## config.mk

```make
export PLATFORM = sky130hd
export DESIGN_NAME = pc_sequencer
export DESIGN_NICKNAME = d
export VERILOG_FILES = /design/src/rtl/pc_sequencer.sv
export SDC_FILE = /design/constraint.sdc
export NUM_CORES = 1
export LEC_CHECK = 0
export CAP_MARGIN = 20
export CORE_MARGIN = 2
export CORE_UTILIZATION = 43
export CTS_CLUSTER_DIAMETER = 80
export DETAILED_ROUTE_END_ITERATION = 7
export GPL_TIMING_DRIVEN = 0
export PLACE_DENSITY_LB_ADDON = 0.12
export SYNTH_ARGS = -nofsm -noshare
export SYNTH_HDL_FRONTEND = slang
export SYNTH_SLANG_ARGS = --single-unit
```

## constraint.sdc

```tcl
create_clock -name Clk -period 3 [get_ports Clk]
set_input_delay 0.9 -clock Clk [delete_from_list [all_inputs] [get_ports Clk]]
set_output_delay 0.9 -clock Clk [all_outputs]
set_load 0.005 [all_outputs]
```

## src/rtl/pc_sequencer.sv

```systemverilog
`default_nettype none
// ============================================================================
//  Module      : pc_sequencer
//  Description : Instruction-sequencing controller for the single-issue
//                16-bit processor. Fetches an instruction over a req/ready
//                handshake and latches it into ir. Jump, jump-if-zero and
//                the loop-counter opcodes are decoded and resolved here.
//                Every other opcode goes to the datapath over a
//                start/done handshake. Drives the PC increment/load
//                controls so that the next FETCH presents the new PC.
//  Ports       : Clk, Reset      - clock (rising edge), async active-high reset
//                start           - begin execution (sampled in IDLE only)
//                imem_req/ready  - instruction fetch handshake, instr = word
//                Z               - datapath zero flag (used by JZ in DECODE)
//                pc_inc/pc_load  - PC controls, pc_target = zero-extended imm
//                ir              - latched instruction register
//                exec_start/done - datapath handshake
//                loop_cnt        - 12-bit loop counter (LDC / DJNZ)
//                state, halted   - FSM state and HALT indication
//  Revision    : 1.0 - initial release
// ============================================================================
module pc_sequencer #(
    parameter int PC_W = 16
) (
    input  logic            Clk,
    input  logic            Reset,
    input  logic            start,
    output logic            imem_req,
    input  logic            imem_ready,
    input  logic [15:0]     instr,
    input  logic            Z,
    output logic            pc_inc,
    output logic            pc_load,
    output logic [PC_W-1:0] pc_target,
    output logic [15:0]     ir,
    output logic            exec_start,
    input  logic            exec_done,
    output logic [11:0]     loop_cnt,
    output logic [2:0]      state,
    output logic            halted
);

    typedef enum logic [2:0] {
        S_IDLE   = 3'd0,
        S_FETCH  = 3'd1,
        S_DECODE = 3'd2,
        S_EXEC   = 3'd3,
        S_HALT   = 3'd4
    } state_t;

    localparam logic [3:0] c_OP_JMP  = 4'hA;
    localparam logic [3:0] c_OP_JZ   = 4'hB;
    localparam logic [3:0] c_OP_LDC  = 4'hC;
    localparam logic [3:0] c_OP_DJNZ = 4'hD;
    localparam logic [3:0] c_OP_HALT = 4'hF;

    state_t      r_state;
    state_t      w_next_state;
    logic [15:0] r_ir;
    logic [11:0] r_loop_cnt;
    logic        r_exec_first;

    logic        w_imem_req;
    logic        w_pc_inc;
    logic        w_pc_load;
    logic        w_exec_start;
    logic        w_loop_we;
    logic [11:0] w_loop_val;
    logic [11:0] w_loop_dec;
    logic [3:0]  w_opcode;

    assign w_opcode   = r_ir[15:12];
    // Modulo-4096 decrement: zero wraps to 0xFFF, which is nonzero and jumps.
    assign w_loop_dec = r_loop_cnt - 12'd1;

    // ------------------------------------------------------------------
    // Next-state and output logic
    // ------------------------------------------------------------------
    always_comb begin
        w_next_state = r_state;
        w_imem_req   = 1'b0;
        w_pc_inc     = 1'b0;
        w_pc_load    = 1'b0;
        w_exec_start = 1'b0;
        w_loop_we    = 1'b0;
        w_loop_val   = r_loop_cnt;

        case (r_state)
            S_IDLE: begin
                if (start) begin
                    w_next_state = S_FETCH;
                end
            end

            S_FETCH: begin
                w_imem_req = 1'b1;
                if (imem_ready) begin
                    w_next_state = S_DECODE;
                end
            end

            S_DECODE: begin
                w_next_state = S_FETCH;
                case (w_opcode)
                    c_OP_HALT: begin
                        w_next_state = S_HALT;
                    end
                    c_OP_JMP: begin
                        w_pc_load = 1'b1;
                    end
                    c_OP_JZ: begin
                        w_pc_load = Z;
                        w_pc_inc  = ~Z;
                    end
                    c_OP_LDC: begin
                        w_loop_we  = 1'b1;
                        w_loop_val = r_ir[11:0];
                        w_pc_inc   = 1'b1;
                    end
                    c_OP_DJNZ: begin
                        w_loop_we  = 1'b1;
                        w_loop_val = w_loop_dec;
                        w_pc_load  = (w_loop_dec != 12'd0);
                        w_pc_inc   = (w_loop_dec == 12'd0);
                    end
                    default: begin
                        w_next_state = S_EXEC;
                    end
                endcase
            end

            S_EXEC: begin
                // exec_done is honoured even in the cycle exec_start pulses.
                w_exec_start = r_exec_first;
                if (exec_done) begin
                    w_pc_inc     = 1'b1;
                    w_next_state = S_FETCH;
                end
            end

            S_HALT: begin
                w_next_state = S_HALT;
            end

            default: begin
                w_next_state = S_IDLE;
            end
        endcase
    end

    // ------------------------------------------------------------------
    // State and datapath registers
    // ------------------------------------------------------------------
    always_ff @(posedge Clk or posedge Reset) begin
        if (Reset) begin
            r_state      <= S_IDLE;
            r_ir         <= 16'h0000;
            r_loop_cnt   <= 12'h000;
            r_exec_first <= 1'b0;
        end else begin
            r_state <= w_next_state;
            if ((r_state == S_FETCH) && imem_ready) begin
                r_ir <= instr;
            end
            if (w_loop_we) begin
                r_loop_cnt <= w_loop_val;
            end
            // EXEC is only ever entered from DECODE, so this marks its first cycle.
            r_exec_first <= (r_state == S_DECODE);
        end
    end

    assign imem_req   = w_imem_req;
    assign pc_inc     = w_pc_inc;
    assign pc_load    = w_pc_load;
    assign exec_start = w_exec_start;
    assign pc_target  = {{(PC_W-12){1'b0}}, r_ir[11:0]};
    assign ir         = r_ir;
    assign loop_cnt   = r_loop_cnt;
    assign state      = r_state;
    assign halted     = (r_state == S_HALT);

endmodule
`default_nettype wire

```

==> results of run 1 <==
## layout make-up
class | count | area share, %
Timing Repair Buffer | 77 | 27.1
Buffer | 21 | 5.03
Clock inverter | 2 | 1.24
Tap cell | 50 | 2.21
Clock buffer | 6 | 2.56
Multi-Input combinational cell | 132 | 32.5
Sequential cell | 32 | 28.4
Inverter | 7 | 0.971
## power by group through the flow
stage	clock (mW)	sequential, mW	combinational [mW]
finish	0.402	0.983	1.60
global route	0.428	1.03	1.74
CTS	0.406	0.960	1.61
detailed placement	0	0.949	1.54
global placement	0	0.943	1.51
floorplan	0	0.909	0.765
## flip-flops by register name (all words and copies together) (netlist names)
signal / flops
ir: 16
loop_cnt: 12
r_exec_first: 1
state: 3
## cells in the final DEF (no fill, tap or decap), types with 2 or more instances in the layout
cell,synthesis,final
nand4_1,5,5
nor4_1,2,2
nor2b_1,3,3
buf_4,16,23
dfrtp_2,0,4
buf_2,3,3
a31oi_1,3,3
nand2_1,14,14
o21ai_0,13,13
o21bai_1,2,2
inv_2,1,2
mux2_2,15,15
clkdlybuf4s50_1,0,67
nand3_1,5,5
nor3b_1,2,2
clkbuf_1,6,3
inv_1,5,4
conb_1,1,4
o22ai_1,3,3
a2bb2oi_1,7,7
a21oi_1,10,10
or3_1,2,2
clkinv_2,1,2
nand2b_1,6,6
dfrtp_1,32,28
nor2_1,15,15
clkbuf_8,0,5
## per-layer routing
layer | global-route usage [%] | part of all wire [%]
met2 | 35.4 | 50
met3 | 6.25 | 7.7
met5 | 0 | 0
met1 | 24.5 | 41
met4 | 5.56 | 1.2
## worst max path at each step
stage / from / to / cells after the start
6_report: loop_cnt[7]$_DFFE_PP0P_ / pc_inc / 5
5_1_grt: loop_cnt[0]$_DFFE_PP0P_ / pc_inc / 7
4_1_cts: loop_cnt[10]$_DFFE_PP0P_ / pc_inc / 5
3_5_place_dp: Z / pc_inc / 5
3_3_place_gp: Z / pc_inc / 5
2_1_floorplan: Z / pc_inc / 3
## logic make-up (layout without fill, tap and decap cells)
kind of cell	after synthesis	in the layout	share of synthesized area, %
simple gates	64	64	19.7
compound gates	45	45	15.6
fa+ha+maj	2	2	1.35
flops	32	32	43.1
other cells	1	4	0.202
mux	15	15	9.09
buf+inv	32	113	9.97
xor+xnor	2	2	0.943
## critical path: stages, from the launching register on
cell,delay (ns)
dfrtp_2,0.46
nor4_4,0.32
nand4_1,0.16
or4_4,0.54
a311oi_2,0.21
buf_2,0.15
## per-stage QoR
step | total power, mW | setup WS (ns)
global placement | 2.46 | -0.805
global route | 3.20 | -0.102
CTS | 2.97 | -0.0284
floorplan | 1.67 | 0.258
finish | 2.99 | -0.0300
detailed placement | 2.49 | -0.808
## timing repair
action                                  4_1_cts  5_1_grt
resized for setup                            19        2
buffers inserted                              5        2
pin swaps                                     4        1
hold buffers                                  0        0
endpoints found under the setup margin        2        2
==> impl_metrics.prom, run 1 <==
# TYPE chip_impl_metric gauge
chip_impl_info{name="outcome",value="complete, but fails checks"} 1
chip_impl_info{name="failed_checks",value="setup timing"} 1
chip_impl_metric{name="pwr-share-comb",unit="%"} 53.6
chip_impl_info{name="cts_root_buffer",value="clkbuf_8"} 1
chip_impl_metric{name="reg2reg_depth",unit=""} 5
chip_impl_metric{name="synth-seq-area-share",unit="%"} 43.1
chip_impl_metric{name="io_buffers",unit=""} 69
chip_impl_metric{name="postRouteWirelength",unit="mm"} 4.72
chip_impl_metric{name="initial_antenna_violation_count",unit=""} 0
chip_impl_metric{name="cts_num_sinks",unit=""} 32
chip_impl_metric{name="grt_usage",unit="%"} 20.4
chip_impl_metric{name="hold_ws",unit="ns"} 0.565
chip_impl_metric{name="asyncSetResetFlopFracSynth",unit="%"} 100
chip_impl_metric{name="grt_pass1_wl",unit="mm"} 7.94
chip_impl_metric{name="worst_ep_arrival_time",unit="ns"} 2.13
chip_impl_info{name="synth-main-ff-cell",value="dfrtp_1"} 1
chip_impl_info{name="grt_setup_unrepaired",value="yes"} 1
chip_impl_metric{name="r2r_setup_slack",unit="ns"} 0.82
chip_impl_metric{name="ir_drop",unit="mV"} 0.562
chip_impl_metric{name="yosysWarnings",unit=""} 0
chip_impl_info{name="timing.hold.worst.start",value="ir[2]$_DFFE_PP0P_"} 1
chip_impl_metric{name="placeableCoreArea",unit="um^2"} 4090
chip_impl_metric{name="ant_nets",unit=""} 0
chip_impl_metric{name="p_sw",unit="mW"} 1.06
chip_impl_metric{name="post-dp-hpwl",unit="mm"} 3.37
chip_impl_metric{name="syn2layout_area_growth",unit="%"} 52.5
chip_impl_metric{name="power_report.internal_total",unit="mW"} 1.93
chip_impl_info{name="min_delay_worst_endpoint",value="ir[2]$_DFFE_PP0P_"} 1
chip_impl_info{name="worst_setup_path_class",value="flip-flop to output pin"} 1
chip_impl_info{name="crit_path_start_kind",value="flip-flop"} 1
chip_impl_metric{name="regArea",unit="um^2"} 806
chip_impl_metric{name="layout.filler_cells",unit=""} 336
chip_impl_metric{name="clockBufferDepth",unit=""} 2
chip_impl_metric{name="floorplan.die_area",unit="um^2"} 4860
chip_impl_metric{name="die_h",unit="um"} 69.7
chip_impl_metric{name="avgRoutedWirePerCell",unit="um"} 14.4
chip_impl_metric{name="horizontal_die_dimension",unit="um"} 69.7
chip_impl_metric{name="synthesis.instances",unit=""} 193
chip_impl_metric{name="routed_via_density",unit=""} 5.38
chip_impl_metric{name="p_per_area",unit="nW/um^2"} 1050
chip_impl_metric{name="finalCritPeriodShare",unit="%"} 101
chip_impl_metric{name="multi_input_area",unit="um^2"} 921
chip_impl_metric{name="clock_insertion_delay_worst_skew",unit="ns"} 0.29
chip_impl_metric{name="layout-drive-gt1-share",unit="%"} 24.2
chip_impl_metric{name="finish.instance_area",unit="um^2"} 2830
chip_impl_metric{name="num_io_pins",unit=""} 74
chip_impl_metric{name="clk_pin_slew_worst_paths",unit="ns"} 0.07
chip_impl_info{name="critical_path.reg2reg.startpoint",value="loop_cnt[0]$_DFFE_PP0P_"} 1
chip_impl_info{name="yosys-top-cells-count",value="dfrtp_1, buf_4, mux2_2, nor2_1, nand2_1"} 1
chip_impl_metric{name="fin_util",unit="%"} 69.4
chip_impl_info{name="yosys.cell_count.top_type",value="dfrtp_1"} 1
chip_impl_metric{name="period_needed",unit="ns"} 3.03
chip_impl_info{name="cts_tree",value="yes"} 1
chip_impl_metric{name="detail_route.iter0.violations",unit=""} 122
chip_impl_metric{name="slew_violations",unit=""} 0
chip_impl_metric{name="fin_worst_skew",unit="ns"} 0.00458
chip_impl_metric{name="grt-ovfl-total",unit=""} 0
chip_impl_metric{name="max_slew.worst_pin.slew",unit="ns"} 0.740
chip_impl_metric{name="timing.critical_path.required",unit="ns"} 2.10
chip_impl_metric{name="diodes",unit=""} 0
chip_impl_metric{name="pwr-share-seq",unit="%"} 32.9
chip_impl_metric{name="max_cap_viol_count",unit=""} 0
chip_impl_metric{name="timing.final.hold_violations",unit=""} 0
chip_impl_metric{name="final.setup.tns",unit="ns"} -0.0300
chip_impl_info{name="critical_path.reg2reg.endpoint",value="loop_cnt[11]$_DFFE_PP0P_"} 1
chip_impl_metric{name="clock_power_share",unit="%"} 13.5
chip_impl_metric{name="sw_frac_of_total",unit="%"} 35.5
chip_impl_metric{name="dpl_cell_area",unit="um^2"} 2650
chip_impl_metric{name="count_of_cell_types_in_the_netlist",unit=""} 43
chip_impl_metric{name="timing.final.ws_setup",unit="ns"} -0.0300
chip_impl_metric{name="max_clock_freq",unit="MHz"} 330
chip_impl_metric{name="vias",unit=""} 1758
chip_impl_metric{name="instances_no_fill",unit=""} 327
chip_impl_info{name="hold_path.class",value="flip-flop to flip-flop"} 1
chip_impl_metric{name="synth.ff_latch_count",unit=""} 32
chip_impl_metric{name="mappedNetlistArea",unit="um^2"} 1860
chip_impl_metric{name="residual_drc_count",unit=""} 0
chip_impl_metric{name="syn-mean-instance-area",unit="um^2"} 9.63
chip_impl_metric{name="edff_count_synth",unit=""} 0
chip_impl_metric{name="finalSetupViolCount",unit=""} 1
chip_impl_metric{name="grt_start_max_net_pins",unit=""} 18
chip_impl_metric{name="max-slew-margin-rel",unit="%"} 50.6
chip_impl_metric{name="dp_cells",unit=""} 316
chip_impl_metric{name="cts_max_level",unit=""} 2
chip_impl_info{name="yosys.area.top_type",value="dfrtp_1"} 1
chip_impl_metric{name="layout.nets",unit=""} 300
chip_impl_metric{name="start_util",unit="%"} 45.5
chip_impl_metric{name="cts_buffers",unit=""} 5
chip_impl_metric{name="power_leakage",unit="nW"} 1.16
chip_impl_metric{name="tritonroute_pass_1_iters",unit=""} 4
chip_impl_info{name="synth.top_cells.by_area",value="dfrtp_1, mux2_2, buf_4, o21ai_0, a2bb2oi_1"} 1
chip_impl_info{name="critPathCaptureType",value="output pin"} 1
chip_impl_metric{name="place_congestion",unit=""} 0.847
chip_impl_metric{name="cp_max_fanout",unit=""} 6
chip_impl_metric{name="rows",unit=""} 23
chip_impl_metric{name="synth_top_area_share",unit="%"} 43.1
chip_impl_metric{name="min_path_cells",unit=""} 1
chip_impl_metric{name="grt_pass1_vias",unit=""} 1684
Note: power is estimated with default switching activity, not from simulation.
==> inputs of run 2 (changes only) <==
- ABC_AREA: default -> 0
==> results of run 2 <==
No change in the layout: final DEF, timing and power equal those of run 1.
==> inputs of run 3 (changes only) <==
- CTS_CLUSTER_SIZE: default -> 20
==> results of run 3 <==
No change in the layout: final DEF, timing and power equal those of run 1.
